$ cat src/rtl/scope_pkg.sv
// Shared constants and state encoding for the oscilloscope front-end.
package scope_pkg;

    localparam int ADC_WIDTH      = 12;
    localparam int SPI_FRAME_BITS = 16;
    localparam int BIT_CNT_W      = $clog2(SPI_FRAME_BITS + 1);
    localparam int AVG_SUM_W      = ADC_WIDTH + 2;

    typedef enum logic [1:0] {
        IDLE,
        CONV,
        DONE
    } adc_state_t;

    // Divide a four-sample sum by four, keeping the integer part.
    function automatic logic [ADC_WIDTH-1:0] avg4(input logic [AVG_SUM_W-1:0] sum);
        return sum[AVG_SUM_W-1:2];
    endfunction

endpackage

$ cat src/rtl/adc_spi_sampler_if.sv
// SPI pin bundle between the sampler (master) and the serial ADC (slave).
interface adc_spi_if;
    logic sclk;
    logic cs_n;
    logic miso;

    modport master (output sclk, output cs_n, input miso);
    modport slave  (input sclk, input cs_n, output miso);
endinterface

$ cat src/rtl/adc_spi_sampler_clk_div.sv
// SCLK generator: divider counter with idle-high serial clock and edge strobes.
module spi_clk_div #(
    parameter int CLK_DIV = 4
) (
    input  logic clk,
    input  logic rst_n,
    input  logic en_i,
    output logic sclk_o,
    output logic rise_pulse_o,
    output logic fall_pulse_o
);
    localparam int DW = (CLK_DIV > 1) ? $clog2(CLK_DIV) : 1;

    logic [DW-1:0] div_q;
    logic          sclk_q;
    logic          term;

    assign term         = en_i && (div_q == DW'(CLK_DIV - 1));
    assign rise_pulse_o = term && !sclk_q;
    assign fall_pulse_o = term && sclk_q;
    assign sclk_o       = sclk_q;

    // Disabled means cleared: every frame starts with a full half-period high.
    always_ff @(posedge clk or negedge rst_n) begin
        if (!rst_n) begin
            div_q  <= '0;
            sclk_q <= 1'b1;
        end else if (!en_i) begin
            div_q  <= '0;
            sclk_q <= 1'b1;
        end else if (term) begin
            div_q  <= '0;
            sclk_q <= ~sclk_q;
        end else begin
            div_q  <= div_q + DW'(1);
        end
    end

endmodule

$ cat src/rtl/adc_spi_sampler.sv
// Periodic 16-clock SPI read of a 12-bit serial ADC with a one-cycle result strobe.
// Define ADC_AVG4_EN to output a 4-sample moving average instead of the raw sample.
module adc_spi_sampler
    import scope_pkg::*;
#(
    parameter int CLK_DIV       = 4,
    parameter int SAMPLE_PERIOD = 1000
) (
    input  logic                 clk,
    input  logic                 rst_n,
    adc_spi_if.master            spi,
    output logic [ADC_WIDTH-1:0] ADC_data,
    output logic                 sample_valid,
    output logic                 overrun
);
    localparam int TW = (SAMPLE_PERIOD > 1) ? $clog2(SAMPLE_PERIOD) : 1;

    adc_state_t            state_q;
    logic [TW-1:0]         tmr_q;
    logic [BIT_CNT_W-1:0]  bit_cnt_q;
    logic [ADC_WIDTH-1:0]  shift_q;
    logic [ADC_WIDTH-1:0]  data_q;
    logic                  cs_n_q;
    logic                  valid_q;
    logic                  overrun_q;
    logic                  tick;
    logic                  frame_end;
    logic                  rise_pulse;
    logic                  fall_pulse;
    logic [ADC_WIDTH-1:0]  result;

    assign tick      = (tmr_q == TW'(SAMPLE_PERIOD - 1));
    assign frame_end = (state_q == CONV) && (bit_cnt_q == BIT_CNT_W'(SPI_FRAME_BITS));

    spi_clk_div #(.CLK_DIV(CLK_DIV)) u_clk_div (
        .clk          (clk),
        .rst_n        (rst_n),
        .en_i         (state_q == CONV),
        .sclk_o       (spi.sclk),
        .rise_pulse_o (rise_pulse),
        .fall_pulse_o (fall_pulse)
    );

    always_ff @(posedge clk or negedge rst_n) begin
        if (!rst_n) tmr_q <= '0;
        else        tmr_q <= tick ? '0 : tmr_q + TW'(1);
    end

`ifdef ADC_AVG4_EN
    logic [ADC_WIDTH-1:0] hist_q [4];
    logic [AVG_SUM_W-1:0] sum_q;

    // History and sum update as the frame closes so the average is ready in DONE.
    always_ff @(posedge clk or negedge rst_n) begin
        if (!rst_n) begin
            for (int k = 0; k < 4; k++) hist_q[k] <= '0;
            sum_q <= '0;
        end else if (frame_end) begin
            hist_q[0] <= shift_q;
            for (int k = 1; k < 4; k++) hist_q[k] <= hist_q[k-1];
            sum_q <= AVG_SUM_W'(shift_q) + AVG_SUM_W'(hist_q[0])
                   + AVG_SUM_W'(hist_q[1]) + AVG_SUM_W'(hist_q[2]);
        end
    end

    assign result = avg4(sum_q);
`else
    assign result = shift_q;
`endif

    // The 12-bit shifter lets the four leading frame bits fall off the top.
    always_ff @(posedge clk or negedge rst_n) begin
        if (!rst_n) begin
            state_q   <= IDLE;
            cs_n_q    <= 1'b1;
            bit_cnt_q <= '0;
            shift_q   <= '0;
            data_q    <= '0;
            valid_q   <= 1'b0;
            overrun_q <= 1'b0;
        end else begin
            valid_q <= 1'b0;
            if (tick && state_q != IDLE) overrun_q <= 1'b1;
            case (state_q)
                IDLE: begin
                    if (tick) begin
                        state_q   <= CONV;
                        cs_n_q    <= 1'b0;
                        bit_cnt_q <= '0;
                        shift_q   <= '0;
                    end
                end
                CONV: begin
                    if (frame_end) begin
                        cs_n_q  <= 1'b1;
                        state_q <= DONE;
                    end else if (rise_pulse) begin
                        shift_q   <= {shift_q[ADC_WIDTH-2:0], spi.miso};
                        bit_cnt_q <= bit_cnt_q + BIT_CNT_W'(1);
                    end
                end
                DONE: begin
                    data_q  <= result;
                    valid_q <= 1'b1;
                    state_q <= IDLE;
                end
                default: state_q <= IDLE;
            endcase
        end
    end

    assign spi.cs_n     = cs_n_q;
    assign ADC_data     = data_q;
    assign sample_valid = valid_q;
    assign overrun      = overrun_q;

    logic unused_fall;
    assign unused_fall = fall_pulse;

endmodule

$ cat src/flat_wrapper.sv
// flat-port wrapper written by rule: the top's interface ports become plain ports
module adc_spi_sampler_flat import scope_pkg::*;
#(
    parameter int CLK_DIV       = 4,
    parameter int SAMPLE_PERIOD = 1000
)
  (clk, rst_n, ADC_data, sample_valid, overrun, spi_sclk, spi_cs_n, spi_miso);
  adc_spi_if spi_i ();
  input  logic clk;
  input  logic rst_n;
  output logic [ADC_WIDTH-1:0] ADC_data;
  output logic sample_valid;
  output logic overrun;
  output wire logic [$bits(spi_i.sclk)-1:0] spi_sclk;
  output wire logic [$bits(spi_i.cs_n)-1:0] spi_cs_n;
  input wire logic [$bits(spi_i.miso)-1:0] spi_miso;
  assign spi_sclk = spi_i.sclk;
  assign spi_cs_n = spi_i.cs_n;
  assign spi_i.miso = spi_miso;
  adc_spi_sampler #(.CLK_DIV(CLK_DIV), .SAMPLE_PERIOD(SAMPLE_PERIOD)) u_core (.clk(clk), .rst_n(rst_n), .spi(spi_i), .ADC_data(ADC_data), .sample_valid(sample_valid), .overrun(overrun));
endmodule
$ cat config.mk
export PLATFORM = sky130hd
export DESIGN_NAME = adc_spi_sampler_flat
export DESIGN_NICKNAME = d
export VERILOG_FILES = /design/src/rtl/scope_pkg.sv /design/src/rtl/adc_spi_sampler_if.sv /design/src/rtl/adc_spi_sampler_clk_div.sv /design/src/rtl/adc_spi_sampler.sv /design/src/flat_wrapper.sv
export SDC_FILE = /design/constraint.sdc
export NUM_CORES = 1
export LEC_CHECK = 0
export CAP_MARGIN = 20
export CORE_MARGIN = 10
export CORE_UTILIZATION = 51
export CTS_CLUSTER_DIAMETER = 60
export DETAILED_ROUTE_END_ITERATION = 7
export PLACE_DENSITY_LB_ADDON = 0.12
export RECOVER_POWER = 50
export SLEW_MARGIN = 0
export SYNTH_ARGS = -nofsm -noshare
export SYNTH_HDL_FRONTEND = slang
export SYNTH_HIERARCHICAL = 1
export SYNTH_SLANG_ARGS = --single-unit
export TNS_END_PERCENT = 1
$ cat constraint.sdc
create_clock -name clk -period 1.9 [get_ports clk]
set_input_delay 0.38 -clock clk [delete_from_list [all_inputs] [get_ports clk]]
set_output_delay 0.38 -clock clk [all_outputs]
set_load 0.05 [all_outputs]
==> results of run 1 <==
## layout make-up
class	count	area, µm²
clock buffers	6	82.6
clock inverters	2	38.8
fillers	339	1550
inverters	9	33.8
multi-input cells	127	937
flip-flops and latches	47	1180
well taps	50	62.6
repair buffers	26	199
## flip-flops by register name (all words and copies together), names as in the netlist
| signal | count |
|---|---|
| u_core/overrun | 1 |
| u_core/result | 12 |
| u_core/u_clk_div/div_q | 2 |
| u_core/spi.cs_n | 1 |
| u_core/u_clk_div/sclk_o | 1 |
| u_core/ADC_data | 12 |
| u_core/sample_valid | 1 |
| u_core/state_q | 2 |
| u_core/tmr_q | 10 |
| u_core/bit_cnt_q | 5 |
## power breakdown
part	switching (W)	leakage (nW)	internal [W]	total, W
clock	0.000348	0.0618	0.000433	0.000781
combinational	0.0000186	0.483	0.00000317	0.0000217
sequential	0	0.630	0.00100	0.00100
## through the flow
stage          instances  worst slack [ns]  cell area, µm²  utilization, %  hold WS (ns)
2_1_floorplan        194            0.0629            2200               -        0.0844
3_3_place_gp         259             0.284            2410            59.1         0.431
3_5_place_dp         259             0.172            2410            59.1         0.462
4_1_cts              267            0.0374            2540            62.1         0.168
5_1_grt              267           0.00465            2530            62.0         0.448
6_report             267            0.0570            2530            62.0         0.351
## worst min path at each step
stage	from	endpoint	depth (start not counted)
after global routing	rst_n	u_core/tmr_q[5]$_DFF_PN0_	2
after floorplan	rst_n	u_core/ADC_data[0]$_DFFE_PN0P_	0
after global placement	u_core/u_clk_div/div_q[0]$_DFF_PN0_	u_core/u_clk_div/div_q[0]$_DFF_PN0_	1
after detailed placement	u_core/overrun$_DFFE_PN0P_	u_core/overrun$_DFFE_PN0P_	1
after CTS	rst_n	u_core/ADC_data[0]$_DFFE_PN0P_	2
final	rst_n	u_core/tmr_q[5]$_DFF_PN0_	2
## per-layer routing
metal	vias up	wire length, µm	GRT usage, %
met5	-	0	0
met4	0	77	5.09
met3	7	294	4.26
met2	49	2110	19.4
met1	792	2010	15.8
li1	766	-	-
## what timing repair did
item / CTS / global route
resized for setup: 0 / 1
hold buffers: 0 / 0
endpoints found under the setup margin: 0 / 10
setup buffers: 0 / 0
endpoints found under the hold margin: 0 / 0
==> results.txt, run 1 <==
H-tree Lvls -> 2
clock slew at reported path FFs -> 0.09 ns
Final TNS setup -> 0 ns
CP Depth -> 1
Slew Limit Fails -> 0
reg2reg end -> u_core/bit_cnt_q[2]$_DFFE_PN0P_
Syn-to-layout area delta -> 15.2%
relative slew slack -> 26.4%
r2r setup slk -> 0.16 ns
number of port buffers -> 18
cell count after synthesis -> 194
CP max FO -> 2
Syn Area/Cell -> 11.3 µm²
leakage power -> 1.17 nW
Die ar. -> 0.00734 mm²
Worst Hold Class -> input pin to asynchronous set/reset pin
CP arrival -> 1.46 ns
Row Count -> 23
vias in the first global route -> 1586
antenna violations before repair -> 0
Final Hold Vio Count -> 0
highest-delay cell along the critical path -> clkdlybuf4s50_1
Die Ht -> 85.7 µm
GRT Total Usage -> 12.6%
RSZ-0062 raised after global routing -> false
delay-heaviest family, CP -> buffers and inverters
Clock Skew -> 0.00504 ns
clk root buf -> clkbuf_8
largest net degree at the start of global routing -> 48
critical path required time -> 1.52 ns
worst-case clock buffer depth -> 2
Max Cap Viol -> 0
Nets -> 223
1st-iter DRT viols -> 178
post-DR wirelength/cell -> 16.8 µm
fin crit period -> 1.84 ns
first-pass GRT wire length -> 7.63 mm
Skew-Pair Late Insertion Delay -> 0.30 ns
Pwr Total -> 0.00180 W
gpl congestion -> 0.777
drt drc -> 0
grt ovf -> 0
CP Buf/Inv Count -> 1
# setup viols final -> 0
I/O Pins -> 19
hpwl dp -> 3.04 mm
Vias/cell -> 6.04
Synthesis Warnings -> 6
ratio of cells with drive above 1 in the final layout -> 24.0%
Synth Net Count -> 201
Startpoint Class -> flop
commonest non-fill, non-tap cell in the layout -> dfrtp_1
die span in x -> 85.7 µm
Diodes inserted -> 0
CTS Buf Count -> 5
clk sinks -> 47
WS Path Type -> flop to output port
status -> complete, no violations
worst slew pin tran -> 1.10 ns
commonest cells after routing, fill and taps aside -> 45 x dfrtp_1, 29 x o21ai_0, 18 x buf_4
Worst R2R Start -> u_core/state_q[1]$_DFFE_PN0P_
TritonCTS clock tree -> done
CP peak stage delay -> 0.81 ns
fmax -> 543 MHz
peak supply drop -> 0.423 mV
Final period util -> 97.0%
crit path cell chain -> clkdlybuf4s50_1
CORE AREA -> 0.00409 mm²
crit path from -> u_core/ADC_data[1]$_DFFE_PN0P_
ANT nets after route -> 0
cells on worst reg2reg path -> 8
Pre-Repair DR Iteration Count -> 5
PD cells -> 712 mW/mm²
overall routed net length -> 4.49 mm
Setup crit end kind -> output port
Initial Util -> 53.8%
routed vias -> 1614
synthesized area -> 0.00220 mm²
Critical Path Sink -> ADC_data[1]
(Power assumes the default switching activity.)
==> run 2, diff against run 1 <==
SLEW_MARGIN = 10   (was 0)
==> results of run 2 <==
Same layout as run 1: the final DEF is identical, and so are final timing and power.
==> run 3, diff against run 2 <==
CAP_MARGIN = not set   (was 20)
==> results of run 3 <==
Same layout as run 1: the final DEF is identical, and so are final timing and power.
